==> src/rtl/spiflash_responder_if.sv <==
// Byte-fetch port between the SPI flash responder and the memory that backs it.
interface spiflash_responder_if;
  logic [23:0] mem_addr;
  logic        mem_req;
  logic        mem_ack;
  logic [7:0]  mem_rdata;

  modport master (output mem_addr, output mem_req, input mem_ack, input mem_rdata);
  modport slave  (input mem_addr, input mem_req, output mem_ack, output mem_rdata);
endinterface

==> src/rtl/spiflash_responder.sv <==
// SPI flash target (mode 0, single-bit READ 0x03) oversampled in the system clock domain,
// streaming bytes fetched from a local memory with a one-byte prefetch buffer.
module spiflash_responder #(
  parameter int SYNC_STAGES = 2,
  parameter int ADDR_BITS   = 24
) (
  input  logic                 clk,
  input  logic                 reset,
  input  logic                 spi_csb,
  input  logic                 spi_sck,
  input  logic                 spi_io0,
  output logic                 spi_io1,
  output logic                 spi_io1_oe,
  spiflash_responder_if.master mem,
  output logic [7:0]           cmd_code,
  output logic                 busy,
  output logic                 err_underrun
);

  typedef enum logic [2:0] {IDLE, CMD, ADDR, FETCH, DATA, IGNORE} state_t;

  logic [SYNC_STAGES-1:0] csb_sync_reg;
  logic [SYNC_STAGES-1:0] sck_sync_reg;
  logic [SYNC_STAGES-1:0] io0_sync_reg;
  logic                   sck_d_reg;
  logic                   csb_s, sck_s, io0_s, sck_rise, sck_fall;

  always_ff @(posedge clk) begin
    if (reset) begin
      csb_sync_reg <= '1;
      sck_sync_reg <= '0;
      io0_sync_reg <= '0;
      sck_d_reg    <= 1'b0;
    end else begin
      csb_sync_reg <= {csb_sync_reg[SYNC_STAGES-2:0], spi_csb};
      sck_sync_reg <= {sck_sync_reg[SYNC_STAGES-2:0], spi_sck};
      io0_sync_reg <= {io0_sync_reg[SYNC_STAGES-2:0], spi_io0};
      sck_d_reg    <= sck_s;
    end
  end

  assign csb_s    = csb_sync_reg[SYNC_STAGES-1];
  assign sck_s    = sck_sync_reg[SYNC_STAGES-1];
  assign io0_s    = io0_sync_reg[SYNC_STAGES-1];
  assign sck_rise = sck_s & ~sck_d_reg;
  assign sck_fall = ~sck_s & sck_d_reg;

  state_t                 state_reg, state_next;
  logic [4:0]             cnt_reg, cnt_next;
  logic [ADDR_BITS-2:0]   shift_reg, shift_next;
  logic [7:0]             tx_reg, tx_next;
  logic                   first_reg, first_next;
  logic [7:0]             hold_reg, hold_next;
  logic                   hold_full_reg, hold_full_next;
  logic                   req_reg, req_next;
  logic [ADDR_BITS-1:0]   addr_reg, addr_next;
  logic                   io1_reg, io1_next;
  logic [7:0]             cmd_reg, cmd_next;
  logic                   err_reg, err_next;
  logic [7:0]             byte_sel;
  logic [7:0]             cmd_byte;
  logic                   ack_ok;

  assign ack_ok   = mem.mem_ack & req_reg;
  assign cmd_byte = {shift_reg[6:0], io0_s};

  always_ff @(posedge clk) begin
    if (reset) begin
      state_reg     <= IDLE;
      cnt_reg       <= '0;
      shift_reg     <= '0;
      tx_reg        <= '0;
      first_reg     <= 1'b0;
      hold_reg      <= '0;
      hold_full_reg <= 1'b0;
      req_reg       <= 1'b0;
      addr_reg      <= '0;
      io1_reg       <= 1'b0;
      cmd_reg       <= '0;
      err_reg       <= 1'b0;
    end else begin
      state_reg     <= state_next;
      cnt_reg       <= cnt_next;
      shift_reg     <= shift_next;
      tx_reg        <= tx_next;
      first_reg     <= first_next;
      hold_reg      <= hold_next;
      hold_full_reg <= hold_full_next;
      req_reg       <= req_next;
      addr_reg      <= addr_next;
      io1_reg       <= io1_next;
      cmd_reg       <= cmd_next;
      err_reg       <= err_next;
    end
  end

  always_comb begin
    state_next     = state_reg;
    cnt_next       = cnt_reg;
    shift_next     = shift_reg;
    tx_next        = tx_reg;
    first_next     = first_reg;
    hold_next      = hold_reg;
    hold_full_next = hold_full_reg;
    req_next       = req_reg;
    addr_next      = addr_reg;
    io1_next       = io1_reg;
    cmd_next       = cmd_reg;
    err_next       = err_reg;
    byte_sel       = 8'hFF;

    if (state_reg == IDLE) begin
      if (!csb_s) begin
        state_next = CMD;
        cnt_next   = '0;
      end
    end else if (csb_s) begin
      // Deselect wins over any same-cycle sck edge or ack; only cmd_code/err survive.
      state_next     = IDLE;
      cnt_next       = '0;
      shift_next     = '0;
      tx_next        = '0;
      first_next     = 1'b0;
      hold_full_next = 1'b0;
      req_next       = 1'b0;
      io1_next       = 1'b0;
    end else begin
      case (state_reg)
        CMD: begin
          if (sck_rise) begin
            shift_next = {shift_reg[ADDR_BITS-3:0], io0_s};
            cnt_next   = cnt_reg + 5'd1;
            if (cnt_reg == 5'd7) begin
              cmd_next   = cmd_byte;
              cnt_next   = '0;
              state_next = (cmd_byte == 8'h03) ? ADDR : IGNORE;
            end
          end
        end
        ADDR: begin
          if (sck_rise) begin
            shift_next = {shift_reg[ADDR_BITS-3:0], io0_s};
            cnt_next   = cnt_reg + 5'd1;
            if (cnt_reg == 5'(ADDR_BITS - 1)) begin
              addr_next  = {shift_reg, io0_s};
              cnt_next   = '0;
              req_next   = 1'b1;
              state_next = FETCH;
            end
          end
        end
        FETCH: begin
          if (ack_ok) begin
            req_next  = 1'b0;
            addr_next = addr_reg + ADDR_BITS'(1);
          end
          if (sck_fall) begin
            // First bit is due before the fetch completed: send 0xFF, keep the request.
            byte_sel   = ack_ok ? mem.mem_rdata : 8'hFF;
            err_next   = err_reg | ~ack_ok;
            io1_next   = byte_sel[7];
            tx_next    = {byte_sel[6:0], 1'b0};
            cnt_next   = 5'd1;
            state_next = DATA;
          end else if (ack_ok) begin
            tx_next    = mem.mem_rdata;
            first_next = 1'b1;
            state_next = DATA;
          end
        end
        DATA: begin
          if (!hold_full_reg && !req_reg)
            req_next = 1'b1;
          if (ack_ok) begin
            req_next       = 1'b0;
            addr_next      = addr_reg + ADDR_BITS'(1);
            hold_next      = mem.mem_rdata;
            hold_full_next = 1'b1;
          end
          if (sck_fall) begin
            if (cnt_reg[2:0] == 3'd0) begin
              if (first_reg) begin
                byte_sel   = tx_reg;
                first_next = 1'b0;
              end else if (hold_full_reg) begin
                byte_sel       = hold_reg;
                hold_full_next = 1'b0;
              end else if (ack_ok) begin
                byte_sel       = mem.mem_rdata;
                hold_full_next = 1'b0;
              end else begin
                err_next = 1'b1;
              end
              io1_next = byte_sel[7];
              tx_next  = {byte_sel[6:0], 1'b0};
            end else begin
              io1_next = tx_reg[7];
              tx_next  = {tx_reg[6:0], 1'b0};
            end
            cnt_next = {2'b00, cnt_reg[2:0] + 3'd1};
          end
        end
        default: ;
      endcase
    end
  end

  assign spi_io1      = io1_reg;
  assign spi_io1_oe   = (state_reg == DATA);
  assign busy         = (state_reg != IDLE);
  assign mem.mem_req  = req_reg;
  assign mem.mem_addr = addr_reg;
  assign cmd_code     = cmd_reg;
  assign err_underrun = err_reg;

endmodule

==> src/flat_wrapper.sv <==
// flat-port wrapper written by rule: the top's interface ports become plain ports
module spiflash_responder_flat 
#(
  parameter int SYNC_STAGES = 2,
  parameter int ADDR_BITS   = 24
)
  (clk, reset, spi_csb, spi_sck, spi_io0, spi_io1, spi_io1_oe, cmd_code, busy, err_underrun, mem_mem_addr, mem_mem_req, mem_mem_ack, mem_mem_rdata);
  spiflash_responder_if mem_i ();
  input  logic clk;
  input  logic reset;
  input  logic spi_csb;
  input  logic spi_sck;
  input  logic spi_io0;
  output logic spi_io1;
  output logic spi_io1_oe;
  output logic [7:0] cmd_code;
  output logic busy;
  output logic err_underrun;
  output wire logic [$bits(mem_i.mem_addr)-1:0] mem_mem_addr;
  output wire logic [$bits(mem_i.mem_req)-1:0] mem_mem_req;
  input wire logic [$bits(mem_i.mem_ack)-1:0] mem_mem_ack;
  input wire logic [$bits(mem_i.mem_rdata)-1:0] mem_mem_rdata;
  assign mem_mem_addr = mem_i.mem_addr;
  assign mem_mem_req = mem_i.mem_req;
  assign mem_i.mem_ack = mem_mem_ack;
  assign mem_i.mem_rdata = mem_mem_rdata;
  spiflash_responder #(.SYNC_STAGES(SYNC_STAGES), .ADDR_BITS(ADDR_BITS)) u_core (.clk(clk), .reset(reset), .spi_csb(spi_csb), .spi_sck(spi_sck), .spi_io0(spi_io0), .spi_io1(spi_io1), .spi_io1_oe(spi_io1_oe), .mem(mem_i), .cmd_code(cmd_code), .busy(busy), .err_underrun(err_underrun));
endmodule
==> config.mk <==
export PLATFORM = sky130hd
export DESIGN_NAME = spiflash_responder_flat
export DESIGN_NICKNAME = d
export VERILOG_FILES = /design/src/rtl/spiflash_responder_if.sv /design/src/rtl/spiflash_responder.sv /design/src/flat_wrapper.sv
export SDC_FILE = /design/constraint.sdc
export NUM_CORES = 1
export LEC_CHECK = 0
export CORE_ASPECT_RATIO = 1.4
export CORE_MARGIN = 1
export CORE_UTILIZATION = 50
export CTS_CLUSTER_SIZE = 28
export DETAILED_ROUTE_END_ITERATION = 16
export MAX_ROUTING_LAYER = met4
export PLACE_DENSITY = 0.69
export RECOVER_POWER = 100
export SLEW_MARGIN = 40
export SYNTH_ARGS = -nofsm -noshare
export SYNTH_HDL_FRONTEND = slang
export SYNTH_SLANG_ARGS = --single-unit
==> constraint.sdc <==
create_clock -name clk -period 2.9 [get_ports clk]
set_input_delay 0.58 -clock clk [delete_from_list [all_inputs] [get_ports clk]]
set_output_delay 0.58 -clock clk [all_outputs]
set_load 0.03 [all_outputs]
==> flow_summary.toml <==
[timing]
fmax_ghz = 0.374
grt_setup_unrepaired = "false"
timing.hold.ws_ns = 0.419
hold_violations = 0
period_share_pct = 92.3
worst_pin_slew_ns = 1.32
maxSlewViolCount = 0
finalCriticalPeriod_ns = 2.68
maxSlewHeadroom_pct = 12.0
tns_ns = 0
setup_viol = 0
finalClockSkew_ns = 0.00933

[power]
powerDensity_nw_per_um2 = 580
leakage_nw = 2.07
vdd_ir_drop_max_v = 0.000248

[cts]
cts_root_buf = "clkbuf_16"
hold_buffers = 0
cts_tree = "built"
htree_num_levels = 3
ctsResizeCount = 0
clock_latency_ns = 0.35
cts.sinks = 91
cts_setup_buffers = 0
cts_made_buffers = 9
clockBufferDepth = 2
path_clk_slew_ns = 0.07

[drt]
wl_per_cell_um = 17.2
dr.first_iter.drc_count = 377
dr_total_vias = 5012
routed_wl_um = 13900
final_antenna_net_count = 0
vias_per_cell = 6.17
firstDrtPassIters = 6
drcViolationCount = 0

[critical_path]
path_cells = "buf_4 > nor2_1 > nand2_1 > dlygate4sd3_1"
worst-path-buf-inv = 2
cpMaxStageDelayCell = "dlygate4sd3_1"
endpoint_kind = "output port"
cp.required_ns = 2.32
startpoint_type = "flop"
cp_top_family = "buffers and inverters"
cp_max_fo = 20
worstPathArrival_ns = 2.10
critPathKind = "flop to output port"
cp_slowest_stage_delay_ns = 0.73

[global_routing]
grt_pass1_wl_um = 22800
grt_usage_pct = 28.6
globalRouteOverflowTotal = 0
antenna_found_initial = 0
grt_pass1_vias = 4706
grt_max_degree = 39

[cells_and_area]
final_common_cell = "dfxtp_1"
instances_no_fill = 812
utilization_pct = 61.7
finalNetCount = 692
drive_above_1_share_pct = 7.21
syn2layout_area_growth_pct = 19.2
nFillCells = 893
antenna_cells = 0
largest_register_ffs = 24
final_cell_mix = "dfxtp_1, nand2_1, a21oi_1"

[synthesis]
ys_types = 62
ys_ff_latch = 91
synthCells = 646
synthMuxAreaShare_pct = 2.26
avgSynthCellArea_sq_um = 7.63
synth_fa_ha_area_share_pct = 0.762
synth_top_family_by_area = "simple AND/OR/NAND/NOR gates"
ys_warn_count = 0
synth_seq_area_share_pct = 37.0
synth_xor_area_share_pct = 0.356
synth_nets = 663
ys_async_sr_fraction_pct = 0
synth_compound_area_share_pct = 25.5
synth_area_sq_um = 4930
synth-simple-area-share_pct = 28.5
ys.flop_type = "dfxtp_1"
synth-edff-count = 0

[floorplan]
io_pins = 51
core_area_sq_um = 9510
rows = 42
start_util_pct = 51.8
die_area_sq_um = 10300
die_w_um = 85.9
die_height_um = 119

[placed_design]
finalWeightedCongestion = 0.908
dp.cells = 796
io_buffers = 50
dpl.hpwl_um = 9440

[flow_run]
drv_cap = 0

[run_status]
status = "finished, final reports clean"

[min_path]
min_path_type = "flop to flop"
## final cells by class
cell class                 count  area [sq um]  area share, %
clock inverter                 5           106           1.81
tap                          132           165           2.81
sequential                    91          1820           31.0
timing repair buffer          73           652           11.1
multi-input combinational    486          2820           48.1
inverter                      14          52.6          0.895
clock buffer                  11           253           4.30
## synthesized netlist by cell type, drive strengths merged, types with 3 or more instances
cell type   n  area share, %
nor3b       4           0.61
or2         5           0.64
o31ai       6           0.91
or3         4           0.51
a22oi       3           0.46
and3        4           0.51
nor2b       9            1.1
a21oi      73            7.4
buf        15            1.6
o22ai       4           0.51
o32ai       3           0.53
a31o        4           0.71
nor3       41            4.2
o21ai      43            4.4
a21o        7            1.1
nand3b     25            3.8
o211ai      3           0.46
nor4b       3           0.53
and2        5           0.64
nor4        4           0.51
a211oi     14            2.1
nand3      21            2.1
nor2       37            2.9
nand2b     13            1.7
inv        14            1.1
o311ai     11            2.0
nand2      75            5.7
nand4      10            1.3
dfxtp      91             37
ha          3           0.76
mux2i      10            2.0
a31oi       6           0.76
clkbuf     40            3.0
## per-stage QoR
step	total power, W	setup slack (ns)	instance area (sq um)
floorplan	0.00182	0.727	4930
global placement	0.00201	0.444	5540
detailed placement	0.00202	0.374	5540
CTS	0.00342	0.299	5900
global route	0.00353	0.172	5870
finish	0.00341	0.225	5870
## kinds of logic after synthesis
logic type / Yosys count
simple gates: 270
compound gates: 200
flops: 91
buf+inv: 69
mux: 11
fa+ha+maj: 3
xor+xnor: 2
## path summary, 6_finish.rpt
path / from / end / slack (ns) / cells after the start
hold / removal: u_core.csb_sync_reg[0] / u_core.csb_sync_reg[1] / 0.42 / 1
hold reg to reg: u_core.csb_sync_reg[0] / u_core.csb_sync_reg[1] / 0.42 / 1
setup / recovery: u_core.state_reg[0] / busy / 0.22 / 4
setup reg to reg: u_core.csb_sync_reg[1] / u_core.mem.mem_addr[21] / 0.40 / 5
## per-layer routing
layer	GRT usage, %	part of all wire (%)
met4	11.5	2.2
met3	5.27	5.3
met1	33.8	42
met5	-	0
met2	47.6	50
## where the power goes
group          switching (W)  internal [W]  leakage (nW)
Sequential         0.0000281       0.00129         0.736
Combinational       0.000447      0.000223          1.16
Clock               0.000520      0.000893         0.172
Total               0.000995       0.00241          2.07
Note: power is estimated with default switching activity, not from simulation.
